$ cat config.mk
export PLATFORM = sky130hd
export DESIGN_NAME = wshb_arbiter
export DESIGN_NICKNAME = d
export VERILOG_FILES = /design/src/rtl/wshb_arbiter.sv
export SDC_FILE = /design/constraint.sdc
export NUM_CORES = 1
export LEC_CHECK = 0
export CAP_MARGIN = 10
export CORE_AREA = 5 5 120 122
export DETAILED_ROUTE_END_ITERATION = 6
export DIE_AREA = 0 0 125 127
export GPL_ROUTABILITY_DRIVEN = 0
export HOLD_SLACK_MARGIN = 0.06
export PLACE_DENSITY = 0.63
export REMOVE_ABC_BUFFERS = 1
export SYNTH_ARGS = -nofsm -noshare
export SYNTH_HDL_FRONTEND = slang
export SYNTH_SLANG_ARGS = --single-unit
$ cat constraint.sdc
create_clock -name wshb_clk -period 2.34 [get_ports wshb_clk]
set_input_delay 0.702 -clock wshb_clk [delete_from_list [all_inputs] [get_ports wshb_clk]]
set_output_delay 0.702 -clock wshb_clk [all_outputs]
set_load 0.01 [all_outputs]
$ cat src/rtl/wshb_arbiter.sv
// Two-master Wishbone B4 pipelined arbiter in front of a single SDRAM slave port.
// M0 (video reader) and M1 (framebuffer writer) share the slave; grant is held until all acks return.
module wshb_arbiter #(
  parameter int unsigned AW    = 32,
  parameter int unsigned DW    = 32,
  parameter int unsigned OUT_W = 4,
  parameter bit          RR    = 1'b0
) (
  input  logic              wshb_clk,
  input  logic              wshb_rst_n,
  input  logic              m0_cyc,
  input  logic              m0_stb,
  input  logic              m0_we,
  input  logic [AW-1:0]     m0_adr,
  input  logic [DW-1:0]     m0_dat_ms,
  input  logic [DW/8-1:0]   m0_sel,
  output logic              m0_ack,
  output logic              m0_stall,
  output logic [DW-1:0]     m0_dat_sm,
  input  logic              m1_cyc,
  input  logic              m1_stb,
  input  logic              m1_we,
  input  logic [AW-1:0]     m1_adr,
  input  logic [DW-1:0]     m1_dat_ms,
  input  logic [DW/8-1:0]   m1_sel,
  output logic              m1_ack,
  output logic              m1_stall,
  output logic [DW-1:0]     m1_dat_sm,
  output logic              s_cyc,
  output logic              s_stb,
  output logic              s_we,
  output logic [AW-1:0]     s_adr,
  output logic [DW-1:0]     s_dat_ms,
  output logic [DW/8-1:0]   s_sel,
  input  logic              s_ack,
  input  logic              s_stall,
  input  logic [DW-1:0]     s_dat_sm,
  output logic [1:0]        owner
);

  typedef enum logic [1:0] {IDLE = 2'd0, GNT0 = 2'd1, GNT1 = 2'd2} state_t;

  localparam logic [OUT_W-1:0] CNT_MAX = '1;
  localparam logic [OUT_W-1:0] CNT_ONE = OUT_W'(1);

  state_t           state_q, state_d;
  logic             last_q, last_d;
  logic [OUT_W-1:0] out_cnt_q, out_cnt_d;

  logic own0, own1, cnt_nz, cnt_full;
  logic owner_cyc, owner_stb, accept, ack_ok, pick1, release_ok;

  always_comb begin
    own0      = (state_q == GNT0);
    own1      = (state_q == GNT1);
    cnt_nz    = (out_cnt_q != '0);
    cnt_full  = (out_cnt_q == CNT_MAX);
    owner_cyc = (own0 & m0_cyc) | (own1 & m1_cyc);
    owner_stb = (own0 & m0_stb) | (own1 & m1_stb);

    s_cyc    = owner_cyc | cnt_nz;
    s_stb    = owner_stb & ~cnt_full;
    s_we     = own1 ? m1_we     : m0_we;
    s_adr    = own1 ? m1_adr    : m0_adr;
    s_dat_ms = own1 ? m1_dat_ms : m0_dat_ms;
    s_sel    = own1 ? m1_sel    : m0_sel;

    accept = s_stb & ~s_stall;
    // An ack with nothing outstanding belongs to no one and is dropped.
    ack_ok = s_ack & cnt_nz;

    m0_ack    = own0 & ack_ok;
    m1_ack    = own1 & ack_ok;
    m0_stall  = ~own0 | s_stall | cnt_full;
    m1_stall  = ~own1 | s_stall | cnt_full;
    m0_dat_sm = s_dat_sm;
    m1_dat_sm = s_dat_sm;
    owner     = {own1, own0};

    out_cnt_d = out_cnt_q;
    if (accept && !ack_ok) begin
      out_cnt_d = out_cnt_q + CNT_ONE;
    end else if (!accept && ack_ok) begin
      out_cnt_d = out_cnt_q - CNT_ONE;
    end

    if (m0_cyc && m1_cyc) begin
      pick1 = RR & ~last_q;
    end else begin
      pick1 = m1_cyc;
    end

    // IDLE has no owner cycle and no outstanding beats, so it always re-arbitrates.
    release_ok = ~owner_cyc & ~cnt_nz;
    state_d    = state_q;
    last_d     = last_q;
    if (release_ok) begin
      if (m0_cyc || m1_cyc) begin
        state_d = pick1 ? GNT1 : GNT0;
        last_d  = pick1;
      end else begin
        state_d = IDLE;
      end
    end
  end

  always_ff @(posedge wshb_clk or negedge wshb_rst_n) begin
    if (!wshb_rst_n) begin
      state_q   <= IDLE;
      last_q    <= 1'b1;
      out_cnt_q <= '0;
    end else begin
      state_q   <= state_d;
      last_q    <= last_d;
      out_cnt_q <= out_cnt_d;
    end
  end

endmodule

==> summary.md <==
| Metric | Value |
|---|---|
| Number of remaining DRC errors | `0` |
| Met1 Use GR | `14.45%` |
| Core area | `13,090 sq um` |
| Hpwl dp | `9306 um` |
| Class of the worst hold path | `reg -> reg` |
| Area delta synth->final | `127.3%` |
| Final hold vios | `0` |
| Num ports | `~320` |
| Synth Area in Adders | `3.166%` |
| Slew margin rel. | `between 70% and 80%` |
| CP required | `1.64 ns` |
| Die Wd | `125 um` |
| CP startpoint kind | `primary input` |
| Crit Path Class | `in -> out` |
| Antenna fix cells | `0` |
| Die Y | `127 um` |
| Post-layout worst setup margin | `0.04712 ns` |
| Number of CTS-inserted buffers | `3` |
| Initial Util | `13.89%` |
| Leakage | `2.027 nW` |
| CTS clk-pin slew, worst paths | `roughly 0.03 ns` |
| Synth area leader | `nand2_1` |
| Crit end category | `primary output` |
| Mux share of post-synthesis cell area | `1.170%` |
| Area fraction of the dominant cell type after synthesis | `between 40 and 50%` |
| WL final | `11,210 um` |
| Max Freq | `436.1 MHz` |
| H-tree levels | `1` |
| Largest net degree at the start of global routing | `26` |
| Worst Tran Pin Value | `roughly 0.34 ns` |
| Cell variety after synth | `32` |
| Global route hottest layer | `met2` |
| Skew final | `0.0009960 ns` |
| Met2 Use GR | `18.16%` |
| Critical path arrival | `1.59 ns` |
| Initial antenna violation count | `0` |
| XOR/XNOR Fraction of Synth Area | `less than 1%` |
| Hold Buf Count CTS | `0` |
| Max VDD drop | `0.0004214 V` |
| Vias post-DR | `approximately 2,700` |
| Crit share post-route | `97.99%` |
| Iter 0 DRT Violations | `66` |
| Power density over cell area | `729.1 nW/um^2` |
| Commonest non-fill, non-tap cell in the layout | `nand2_1` |
| Total Neg Setup Slack | `0 ns` |
| RSZ-0062 raised after global routing | `yes` |
| Final ANT Viol Nets | `0` |
| Mapped Avg Cell Area | `5.316 sq um` |
| Synth area leaders | `nand2_1 (44%), buf_4 (27%), dfrtp_1 (8.3%)` |
| DR WL/cell | `16.13 um` |
| Most frequent cells in the layout | `nand2_1 (212), clkdlybuf4s50_1 (142), dlygate4sd2_1 (63)` |
| Yosys reg bits | `6` |
| Final Critical Period | `2.293 ns` |
| Synth Area in Compound Gates | `4.336%` |
| Dominant synthesized flop cell | `dfrtp_1` |
| Netlist Area Pre-Place | `1818 sq um` |
| Drt via density | `3.820` |
| Worst R2R Setup Slack | `0.10 ns` |
| Final core occ | `31.58%` |
| Root Buffer | `clkbuf_16` |
| Register area share after synthesis | `8.259%` |
| GRT Total Usage | `12.74%` |
| Row count | `42` |
| First-pass GRT wire length | `15,680 um` |
| # nets final | `703` |
| Routing usage on met3 | `approximately 10%` |
| Vias in the first global route | `2,599` |
| Post-synth EDFFs | `0` |
| Clock sink count | `6` |
| Max-cap violation count | `0` |
| CTS max path bufs | `2` |
| DIE AREA | `15,880 sq um` |
| IO Port Bufs | `222` |
| Crit-path max FO | `1` |
| TritonRoute pass-1 iters | `4` |
| Skew-Pair Late Insertion Delay | `0.23 ns` |
| CTS tree | `built` |
| Layout cell share with drive strength beyond 1 | `11.75%` |
| Simple-Gate Fraction of Synth Area | `50.31%` |
| Total gr overflow | `0` |
| Largest family of logic cells by synthesized area | `simple AND/OR/NAND/NOR gates` |
| Max-slew violation count | `0` |
| Share of flip-flops with an asynchronous set or reset | `100.0%` |
| Synth warn | `0` |
| Gate count after technology mapping | `342` |
| Status | `finished, final reports clean` |
| Final setup fails | `0` |
| Setup WS pre-CTS | `-0.4389 ns` |
[cells in the mapped netlist, types with 2 or more instances]
cell / number
buf_2: 9
o211ai_1: 2
nor3_1: 2
nand2_1: 213
o21ai_0: 3
a21oi_1: 4
xnor2_1: 2
nor2_1: 4
nand3_1: 2
ha_1: 3
clkbuf_1: 6
inv_1: 2
buf_4: 66
dfrtp_1: 6
[cell families (layout without fill, tap and decap cells)]
kind of cell	count (synthesis)	after routing
buffers and inverters	85	262
multiplexers	2	2
flip-flops	6	6
XOR/XNOR	2	2
AND/OR/NAND/NOR	231	231
adder cells (fa/ha/maj)	4	4
AO/OA/AOI/OAI	12	12
[flip-flops by register name, indices dropped and copies added (netlist names)]
register   cells
out_cnt_q      4
state_q        2
[through the flow]
step | hold slack [ns] | cells | cell area [sq um] | total power, mW
after CTS | 0.6037 | 693 | 4065 | 2.965
after detailed placement | 0.5932 | 686 | 3956 | 2.770
after floorplan | 0.4064 | 260 | 1251 | 1.218
after global placement | 0.5962 | 686 | 3956 | 2.761
after global routing | 0.6490 | 695 | 4133 | 3.273
final | 0.6042 | 695 | 4133 | 3.013
[timing repair]
action                     4_1_cts  5_1_grt
buffers inserted                 3        2
gates resized for setup        104       25
pin swaps                        8        7
setup endpoints to repair       79       24
cloned                           1        0
[power breakdown]
part	switching (mW)	leakage, nW	internal (mW)
registers	0.0390	0.0721	0.159
clock network	0.0558	0.0370	0.219
logic	1.18	1.92	1.36
[cell type report]
type / instances / area, sq um
fillers: 1424 / 8952
repair buffers: 256 / 2494
multi-input cells: 251 / 1175
well taps: 176 / 220.2
flip-flops and latches: 6 / 150.1
clock buffers: 3 / 75.07
inverters: 3 / 18.77
[worst paths after layout]
| kind | start | depth (start not counted) | to |
|---|---|---|---|
| worst max-delay path | m0_adr[11] | 4 | s_adr[11] |
| worst min-delay path | out_cnt_q[0] | 2 | out_cnt_q[0] |
| worst max register to register | out_cnt_q[0] | 9 | out_cnt_q[3] |
| worst min register to register | out_cnt_q[0] | 2 | out_cnt_q[0] |
| max in group asynchronous | wshb_rst_n | 1 | out_cnt_q[0] |
| min in group asynchronous | wshb_rst_n | 1 | out_cnt_q[1] |
[layer usage]
layer | share of wire [%] | vias to the layer above
met4 | 1.0 | 4
met5 | 1.2 | -
met1 | 40 | 1095
li1 | - | 1333
met3 | 18 | 11
met2 | 40 | 212
[worst max-delay path, stage by stage]
cell	delay [ns]
clkdlybuf4s50_1	0.45
nand2_1	0.09
nand2_1	0.08
dlygate4sd2_1	0.27
Note: power is estimated with default switching activity, not from simulation.
